--- src/rtl/sd_response_rx_if.sv ---
// Bundle between the SD command engine and the CMD-line response receiver.
// The master side arms the receiver and feeds bit strobes; the slave side is the receiver.
interface sd_response_rx_if;
   logic         sample_en;
   logic         cmd_in;
   logic         start;
   logic [2:0]   resp_type;
   logic [5:0]   exp_idx;
   logic         r2_is_csd;
   logic         busy;
   logic         done;
   logic         timeout;
   logic         crc_err;
   logic         frame_err;
   logic         cid_en;
   logic         csd_en;
   logic         ocr_en;
   logic         rca_en;
   logic         stat_en;
   logic [127:0] resp_data;
   logic [31:0]  ocr_data;
   logic [15:0]  rca_data;
   logic [63:0]  stat_data;

   modport master (
      output sample_en, cmd_in, start, resp_type, exp_idx, r2_is_csd,
      input  busy, done, timeout, crc_err, frame_err,
             cid_en, csd_en, ocr_en, rca_en, stat_en,
             resp_data, ocr_data, rca_data, stat_data
   );

   modport slave (
      input  sample_en, cmd_in, start, resp_type, exp_idx, r2_is_csd,
      output busy, done, timeout, crc_err, frame_err,
             cid_en, csd_en, ocr_en, rca_en, stat_en,
             resp_data, ocr_data, rca_data, stat_data
   );
endinterface

--- src/rtl/sd_response_rx.sv ---
// SD CMD-line response receiver: deserialises R1/R1b/R2/R3/R6/R7, checks framing, CRC7 and index,
// then pulses register-bank write enables. Define SD_R1B_BUSY_EN to add the DAT0 busy wait after R1b.
module sd_response_rx #(
   parameter int unsigned RESP_TIMEOUT = 64
) (
   input logic clk,
   input logic reset,
`ifdef SD_R1B_BUSY_EN
   input logic dat0_in,
`endif
   sd_response_rx_if.slave bus
);
   localparam int unsigned CNT_W = $clog2(RESP_TIMEOUT + 1);
   localparam int unsigned SHR_W = 134;
   localparam logic [2:0]  T_R1  = 3'd1;
   localparam logic [2:0]  T_R1B = 3'd2;
   localparam logic [2:0]  T_R2  = 3'd3;
   localparam logic [2:0]  T_R3  = 3'd4;
   localparam logic [2:0]  T_R6  = 3'd5;
   localparam logic [2:0]  T_R7  = 3'd6;

   typedef enum logic [2:0] {
      IDLE, WAIT_START, RECV, CHECK
`ifdef SD_R1B_BUSY_EN
      , BUSY_WAIT
`endif
   } state_t;

   state_t           state;
   logic [2:0]       rtype;
   logic [5:0]       idx_q;
   logic             csd_q;
   logic [CNT_W-1:0] to_cnt;
   logic [7:0]       bit_cnt;
   logic [SHR_W-1:0] shreg;
   logic [6:0]       crc;

   logic             is_r2, is_r3, type_ok, last_bit, crc_upd, crc_fb;
   logic             frame_bad, crc_bad, clean;
   logic [7:0]       frame_bit;
   logic [SHR_W:0]   frame;
   logic [5:0]       idx_field, idx_exp;
   logic [6:0]       crc_next;
   logic [31:0]      r6_status;

   // Frame view including the bit on the line now, so checks resolve on the end-bit strobe.
   always_comb begin
      is_r2     = (rtype == T_R2);
      is_r3     = (rtype == T_R3);
      type_ok   = (bus.resp_type >= T_R1) && (bus.resp_type <= T_R7);
      frame     = {shreg, bus.cmd_in};
      frame_bit = (is_r2 ? 8'd134 : 8'd46) - bit_cnt;
      last_bit  = (frame_bit == 8'd0);
      crc_upd   = (frame_bit >= 8'd8) && (!is_r2 || (frame_bit <= 8'd127));
      crc_fb    = crc[6] ^ bus.cmd_in;
      crc_next  = {crc[5:0], 1'b0} ^ (crc_fb ? 7'h09 : 7'h00);
      idx_field = is_r2 ? frame[133:128] : frame[45:40];
      idx_exp   = (is_r2 || is_r3) ? 6'h3F : idx_q;
      frame_bad = (is_r2 ? frame[134] : frame[46]) | ~frame[0] | (idx_field != idx_exp);
      crc_bad   = !is_r3 && (crc != frame[7:1]);
      clean     = !frame_bad && !crc_bad;
      // R6 carries card status bits 23, 22, 19 and 12:0
      r6_status = {8'h00, frame[23], frame[22], 2'b00, frame[21], 6'b000000, frame[20:8]};
   end

   always_ff @(posedge clk) begin
      if (reset) begin
         state         <= IDLE;
         rtype         <= 3'd0;
         idx_q         <= 6'd0;
         csd_q         <= 1'b0;
         to_cnt        <= '0;
         bit_cnt       <= 8'd0;
         shreg         <= '0;
         crc           <= 7'd0;
         bus.busy      <= 1'b0;
         bus.done      <= 1'b0;
         bus.timeout   <= 1'b0;
         bus.crc_err   <= 1'b0;
         bus.frame_err <= 1'b0;
         bus.cid_en    <= 1'b0;
         bus.csd_en    <= 1'b0;
         bus.ocr_en    <= 1'b0;
         bus.rca_en    <= 1'b0;
         bus.stat_en   <= 1'b0;
         bus.resp_data <= 128'd0;
         bus.ocr_data  <= 32'd0;
         bus.rca_data  <= 16'd0;
         bus.stat_data <= 64'd0;
      end else begin
         bus.done      <= 1'b0;
         bus.timeout   <= 1'b0;
         bus.crc_err   <= 1'b0;
         bus.frame_err <= 1'b0;
         bus.cid_en    <= 1'b0;
         bus.csd_en    <= 1'b0;
         bus.ocr_en    <= 1'b0;
         bus.rca_en    <= 1'b0;
         bus.stat_en   <= 1'b0;
         case (state)
            IDLE: begin
               if (bus.start) begin
                  rtype <= bus.resp_type;
                  idx_q <= bus.exp_idx;
                  csd_q <= bus.r2_is_csd;
                  if (type_ok) begin
                     state    <= WAIT_START;
                     to_cnt   <= '0;
                     bus.busy <= 1'b1;
                  end else begin
                     bus.done <= 1'b1;
                  end
               end
            end
            WAIT_START: begin
               if (bus.sample_en) begin
                  if (!bus.cmd_in) begin
                     state   <= RECV;
                     bit_cnt <= 8'd0;
                     shreg   <= '0;
                     crc     <= 7'd0;
                  end else if (to_cnt == CNT_W'(RESP_TIMEOUT - 1)) begin
                     state       <= IDLE;
                     bus.busy    <= 1'b0;
                     bus.done    <= 1'b1;
                     bus.timeout <= 1'b1;
                  end else begin
                     to_cnt <= to_cnt + CNT_W'(1);
                  end
               end
            end
            RECV: begin
               if (bus.sample_en) begin
                  shreg   <= frame[SHR_W-1:0];
                  bit_cnt <= bit_cnt + 8'd1;
                  if (crc_upd) crc <= crc_next;
                  if (last_bit) begin
                     state         <= CHECK;
                     bus.done      <= 1'b1;
                     bus.frame_err <= frame_bad;
                     bus.crc_err   <= crc_bad;
                     if (clean) begin
                        case (rtype)
                           T_R1, T_R1B, T_R7: begin
                              bus.stat_en   <= 1'b1;
                              bus.stat_data <= {26'd0, frame[45:40], frame[39:8]};
                           end
                           T_R6: begin
                              bus.stat_en   <= 1'b1;
                              bus.rca_en    <= 1'b1;
                              bus.rca_data  <= frame[39:24];
                              bus.stat_data <= {26'd0, frame[45:40], r6_status};
                           end
                           T_R3: begin
                              bus.stat_en   <= 1'b1;
                              bus.ocr_en    <= 1'b1;
                              bus.ocr_data  <= frame[39:8];
                              bus.stat_data <= {26'd0, 6'h3F, 32'd0};
                           end
                           T_R2: begin
                              bus.cid_en    <= !csd_q;
                              bus.csd_en    <= csd_q;
                              bus.resp_data <= {frame[127:1], 1'b1};
                           end
                           default: ;
                        endcase
                     end
                  end
               end
            end
            CHECK: begin
`ifdef SD_R1B_BUSY_EN
               if (rtype == T_R1B && !bus.crc_err && !bus.frame_err) begin
                  state <= BUSY_WAIT;
               end else begin
                  state    <= IDLE;
                  bus.busy <= 1'b0;
               end
`else
               state    <= IDLE;
               bus.busy <= 1'b0;
`endif
            end
`ifdef SD_R1B_BUSY_EN
            BUSY_WAIT: begin
               if (bus.sample_en && dat0_in) begin
                  state    <= IDLE;
                  bus.busy <= 1'b0;
                  bus.done <= 1'b1;
               end
            end
`endif
            default: begin
               state    <= IDLE;
               bus.busy <= 1'b0;
            end
         endcase
      end
   end
endmodule

--- src/flat_wrapper.sv ---
// flat-port wrapper written by rule: the top's interface ports become plain ports
module sd_response_rx_flat 
#(
   parameter int unsigned RESP_TIMEOUT = 64
)
  (clk, reset, bus_sample_en, bus_cmd_in, bus_start, bus_resp_type, bus_exp_idx, bus_r2_is_csd, bus_busy, bus_done, bus_timeout, bus_crc_err, bus_frame_err, bus_cid_en, bus_csd_en, bus_ocr_en, bus_rca_en, bus_stat_en, bus_resp_data, bus_ocr_data, bus_rca_data, bus_stat_data);
  sd_response_rx_if bus_i ();
  input logic clk;
  input logic reset;
  input wire logic [$bits(bus_i.sample_en)-1:0] bus_sample_en;
  input wire logic [$bits(bus_i.cmd_in)-1:0] bus_cmd_in;
  input wire logic [$bits(bus_i.start)-1:0] bus_start;
  input wire logic [$bits(bus_i.resp_type)-1:0] bus_resp_type;
  input wire logic [$bits(bus_i.exp_idx)-1:0] bus_exp_idx;
  input wire logic [$bits(bus_i.r2_is_csd)-1:0] bus_r2_is_csd;
  output wire logic [$bits(bus_i.busy)-1:0] bus_busy;
  output wire logic [$bits(bus_i.done)-1:0] bus_done;
  output wire logic [$bits(bus_i.timeout)-1:0] bus_timeout;
  output wire logic [$bits(bus_i.crc_err)-1:0] bus_crc_err;
  output wire logic [$bits(bus_i.frame_err)-1:0] bus_frame_err;
  output wire logic [$bits(bus_i.cid_en)-1:0] bus_cid_en;
  output wire logic [$bits(bus_i.csd_en)-1:0] bus_csd_en;
  output wire logic [$bits(bus_i.ocr_en)-1:0] bus_ocr_en;
  output wire logic [$bits(bus_i.rca_en)-1:0] bus_rca_en;
  output wire logic [$bits(bus_i.stat_en)-1:0] bus_stat_en;
  output wire logic [$bits(bus_i.resp_data)-1:0] bus_resp_data;
  output wire logic [$bits(bus_i.ocr_data)-1:0] bus_ocr_data;
  output wire logic [$bits(bus_i.rca_data)-1:0] bus_rca_data;
  output wire logic [$bits(bus_i.stat_data)-1:0] bus_stat_data;
  assign bus_i.sample_en = bus_sample_en;
  assign bus_i.cmd_in = bus_cmd_in;
  assign bus_i.start = bus_start;
  assign bus_i.resp_type = bus_resp_type;
  assign bus_i.exp_idx = bus_exp_idx;
  assign bus_i.r2_is_csd = bus_r2_is_csd;
  assign bus_busy = bus_i.busy;
  assign bus_done = bus_i.done;
  assign bus_timeout = bus_i.timeout;
  assign bus_crc_err = bus_i.crc_err;
  assign bus_frame_err = bus_i.frame_err;
  assign bus_cid_en = bus_i.cid_en;
  assign bus_csd_en = bus_i.csd_en;
  assign bus_ocr_en = bus_i.ocr_en;
  assign bus_rca_en = bus_i.rca_en;
  assign bus_stat_en = bus_i.stat_en;
  assign bus_resp_data = bus_i.resp_data;
  assign bus_ocr_data = bus_i.ocr_data;
  assign bus_rca_data = bus_i.rca_data;
  assign bus_stat_data = bus_i.stat_data;
  sd_response_rx #(.RESP_TIMEOUT(RESP_TIMEOUT)) u_core (.clk(clk), .reset(reset), .bus(bus_i));
endmodule
--- config.mk ---
export PLATFORM = sky130hd
export DESIGN_NAME = sd_response_rx_flat
export DESIGN_NICKNAME = d
export VERILOG_FILES = /design/src/rtl/sd_response_rx_if.sv /design/src/rtl/sd_response_rx.sv /design/src/flat_wrapper.sv
export SDC_FILE = /design/constraint.sdc
export NUM_CORES = 1
export LEC_CHECK = 0
export CORE_MARGIN = 2
export CORE_UTILIZATION = 53
export DETAILED_ROUTE_END_ITERATION = 12
export GPL_ROUTABILITY_DRIVEN = 0
export PLACE_DENSITY = 0.85
export RECOVER_POWER = 25
export REMOVE_ABC_BUFFERS = 1
export SYNTH_ARGS = -nofsm -noshare
export SYNTH_HDL_FRONTEND = slang
export SYNTH_SLANG_ARGS = --single-unit
export TNS_END_PERCENT = 50
--- constraint.sdc ---
create_clock -name clk -period 3.22 [get_ports clk]
set_input_delay 0.322 -clock clk [delete_from_list [all_inputs] [get_ports clk]]
set_output_delay 0.322 -clock clk [all_outputs]
set_load 0.05 [all_outputs]
==> impl_table.tex <==
\begin{tabular}{lr}
\hline
Metric & Value \\
\hline
\multicolumn{2}{l}{\textbf{Clock tree}} \\
Clock Sinks & 392 \\
Clock Tree Root & clkbuf\_16 \\
CTS tree & yes \\
Clock-pin slew on the worst setup and hold paths & 0.07 ns \\
Quantity of hold-fixing buffers added after cts & 0 \\
Cts bufs inserted & 40 \\
Maximum count of clock buffers along a single path & 3 \\
CTS H-tree depth & 2 \\
Clock Latency Late Sink & 0.55 ns \\
\multicolumn{2}{l}{\textbf{Power and ir drop}} \\
Leak & 7.164 nW \\
Power density normalized to cell area & 503.7 mW/mm² \\
Final Total Pwr & 0.01026 W \\
Max rail drop VDD & 359.3 µV \\
\multicolumn{2}{l}{\textbf{STA}} \\
Final Hold Vio Count & 0 \\
Final count of negative-setup-slack endpoints & 0 \\
Unrepaired setup endpoints after global routing & yes \\
Tightest Pin Transition & 1.248 ns \\
Slew Limit Fails & 0 \\
Shortest clock period the worst path allows after layout & 3.189 ns \\
Final worst-path cycle share & 99.05\% \\
Remaining max-slew budget at the tightest pin & 16.49\% \\
Final worst clock skew & 0.02877 ns \\
Maximum frequency from static timing analysis & 313.5 MHz \\
Final worst slack & 0.03069 ns \\
\multicolumn{2}{l}{\textbf{Critical path}} \\
Maximum fanout along the worst path & 16 \\
Capturing element type of the critical path & flop \\
Origin of the critical flop-to-flop path & u\_core.rtype[1]\$\_SDFFE\_PP0P\_ \\
Crit path largest cell delay & 0.52 ns \\
Worst setup path category & reg2reg \\
Reg2reg end & u\_core.bus.resp\_data[96]\$\_SDFFE\_PP0P\_ \\
Arrival time reported for the critical path endpoint & 3.59 ns \\
R2R cell count & 11 \\
Nature of the critical path startpoint & flop \\
Crit path max-delay cell type & a221o\_2 \\
Required time of the critical path & 3.62 ns \\
Slack of the worst reg-to-reg path & 0.03 ns \\
Chain of cells forming the critical path & ha\_2 > nor2b\_4 > inv\_4 > ha\_1 > and3b\_2 > a221oi\_4 > o21ai\_4 > a221o\_2 > buf\_16 > o31ai\_1 > a21oi\_1 \\
\multicolumn{2}{l}{\textbf{Synthesis}} \\
Sequential element share of the synthesized area & 48.97\% \\
Distinct cell type count of the synthesized netlist & 67 \\
Area share of the largest cell type after synthesis & 48.97\% \\
Synthesized instance count & 1724 \\
Synthesized area per cell & 9.295 µm² \\
Register bit count reported by yosys & 392 \\
Mapped Area & 0.01603 mm² \\
Dominant cell type by area after synthesis & dfxtp\_1 \\
Cell types with the largest area share after synthesis & dfxtp\_1 49\%, a22oi\_1 6.5\%, o31ai\_1 5.9\%, mux2i\_1 5.6\%, nand4\_1 5.0\% \\
Most frequently used flop master after synthesis & dfxtp\_1 \\
Share of async-settable or async-resettable flops after synthesis & 0\% \\
Warning count from the yosys run & 0 \\
EDFF count, synth & 0 \\
\multicolumn{2}{l}{\textbf{Floorplanning}} \\
Floorplan die height & 177.9 µm \\
Die width & 177.9 µm \\
Full die area & 0.03164 mm² \\
Initial core utilization & 53.93\% \\
Number of rows in the core area & 63 \\
Boundary pin count & 265 \\
Core Region & 0.02972 mm² \\
\multicolumn{2}{l}{\textbf{Min path}} \\
Endpoint of the worst hold path & u\_core.shreg[120]\$\_SDFFE\_PP0P\_ \\
Startpoint of the most critical hold path & reset \\
Worst hold-check path type & in2reg \\
Cell depth of the worst hold path & 2 \\
\multicolumn{2}{l}{\textbf{Layout}} \\
Most frequent cells in the layout & 391 x dfxtp\_1, 226 x clkdlybuf4s50\_1, 179 x nor2\_1 \\
Final standard cell area without fillers & 0.02037 mm² \\
Fraction of final layout cells with drive strength greater than 1 & 8.780\% \\
Number of antenna cells inserted & 0 \\
Layout overhead on the synthesized area & 27.12\% \\
Commonest non-fill, non-tap cell in the layout & dfxtp\_1 \\
Final \#Nets & 1897 \\
\multicolumn{2}{l}{\textbf{Global routing}} \\
Residual overflow from global routing & 0 \\
Pin count of the biggest net entering global routing & 161 \\
Via count of the first global-routing pass & 13.11k \\
Wire length of the first global-routing pass & 69230 µm \\
Total global routing track utilization & 26.60\% \\
Initial antenna violation count & 0 \\
\multicolumn{2}{l}{\textbf{Job}} \\
Max cap viols & 0 \\
\multicolumn{2}{l}{\textbf{Outcome}} \\
Status & complete, no violations \\
\multicolumn{2}{l}{\textbf{Detailed routing}} \\
Number of DRC markers in iteration 0 & 1765 \\
Via count of the routed design & 14.16k \\
Detailed Route WL & 46110 µm \\
Count of nets left with antenna violations after detail routing & 0 \\
Number of detailed-routing iterations run before antenna repair & 6 \\
Routed length per instance & 20.12 µm \\
Number of design rule violations left after detail routing & 0 \\
Vias per Instance & 6.178 \\
\multicolumn{2}{l}{\textbf{Placed design}} \\
Hpwl dp & 26450 µm \\
Dpl ws & -0.08398 ns \\
\# port buffers & 238 \\
Area of placed instances & 0.01861 mm² \\
\hline
\end{tabular}
[metrics by stage]
step | util, % | TNS [ns] | std cells | hold WS [ns]
2_1_floorplan | - | -1536.48 | 1545 | 0.3911
3_3_place_gp | 62.61 | 0 | 2208 | 0.4331
3_5_place_dp | 62.61 | -0.7383 | 2208 | 0.4386
4_1_cts | 67.28 | 0 | 2279 | 0.2581
5_1_grt | 68.55 | -3.065 | 2292 | 0.3055
6_report | 68.55 | 0 | 2292 | 0.2531
[cell families after synthesis]
| logic type | synth area share (%) |
|---|---|
| DFF | 48.97 |
| and+or+nand+nor | 17.34 |
| buffers and inverters | 6.418 |
| muxes | 5.832 |
| AOI/OAI and AO/OA | 19.53 |
| xor gates and xnor gates | 1.257 |
| other | 0.02340 |
| adders and majority gates | 0.6246 |
[area by class of cell]
class / count / area (µm²)
multi-input cells: 1135 / 7481
flip-flops and latches: 392 / 7849
repair buffers: 286 / 3113
fillers: 2166 / 9346
clock buffers: 53 / 1130
well taps: 390 / 488.0
clock inverters: 17 / 236.5
inverters: 19 / 73.82
[routing by layer]
layer	vias to the layer above	part of all wire, %	GRT usage (%)
met5	-	0	0
met4	0	3.3	8.572
met3	106	9.2	5.805
met2	724	46	42.38
met1	6810	41	35.91
li1	6519	-	-
[where the power goes]
| part | switching (W) | total (W) | internal, W | leakage [nW] |
|---|---|---|---|---|
| logic | 0.000454 | 0.000594 | 0.000141 | 3.33 |
| clock network | 0.00197 | 0.00479 | 0.00281 | 0.676 |
| registers | 0.0000166 | 0.00488 | 0.00486 | 3.16 |
[critical path: cells and delay by family, from the launching register on]
family                   cells  cell delay [ns]
AND/OR/NAND/NOR              2             0.42
AO/OA/AOI/OAI                5             1.46
buffers and inverters        2             0.29
flip-flops                   1             0.35
adder cells (fa/ha/maj)      2             0.51
[sequential cells by signal, summed over array words and instances (netlist names), 2 cells and up]
register / cells
u_core.bus.stat_data: 38
u_core.idx_q: 6
u_core.bus.ocr_data: 32
u_core.shreg: 134
u_core.to_cnt: 7
u_core.rtype: 3
u_core.bus.rca_data: 16
u_core.bit_cnt: 8
u_core.bus.resp_data: 128
u_core.crc: 7
u_core.state: 2
[Yosys cell counts, drive strengths merged, types with 2 or more instances]
cell type	n
and4	3
nor3	12
clkbuf	118
o21ai	12
inv	19
mux2i	90
or3	4
a21o	3
a221o	2
mux2	3
o31ai	127
and3	3
nor4	2
dfxtp	392
or2	2
nand2b	103
o211ai	3
a32o	2
nand3	12
buf	86
nand4b	3
o32ai	5
o21a	3
a21oi	140
a21boi	2
o22ai	2
o21bai	4
nand4	130
a211oi	3
a221oi	4
a22oi	139
nor2b	12
o211a	2
ha	8
nor2	181
nor3b	4
xnor2	14
xor2	9
and2	5
nand2	43
[how the worst max path moves through the flow]
stage                                       from                               endpoint  slack, ns
finish              u_core.rtype[1]$_SDFFE_PP0P_  u_core.bus.resp_data[96]$_SDFFE_PP0P_       0.03
CTS                 u_core.rtype[0]$_SDFFE_PP0P_   u_core.bus.resp_data[6]$_SDFFE_PP0P_     0.0004
detailed placement  u_core.rtype[0]$_SDFFE_PP0P_  u_core.bus.resp_data[98]$_SDFFE_PP0P_      -0.08
global route        u_core.rtype[1]$_SDFFE_PP0P_  u_core.bus.resp_data[97]$_SDFFE_PP0P_      -0.12
floorplan           u_core.state[0]$_SDFFE_PP0P_    u_core.bus.ocr_data[0]$_SDFFE_PP0P_      -7.76
global placement    u_core.rtype[0]$_SDFFE_PP0P_  u_core.bus.resp_data[44]$_SDFFE_PP0P_       0.13
[what timing repair did]
| item | in CTS | in global routing |
|---|---|---|
| gates cloned | 0 | 8 |
| gates resized for setup | 4 | 41 |
| buffers inserted | 1 | 5 |
| pin swaps | 1 | 6 |
| setup endpoints to repair | 72 | 183 |
Power figures use the tool's default switching activity.
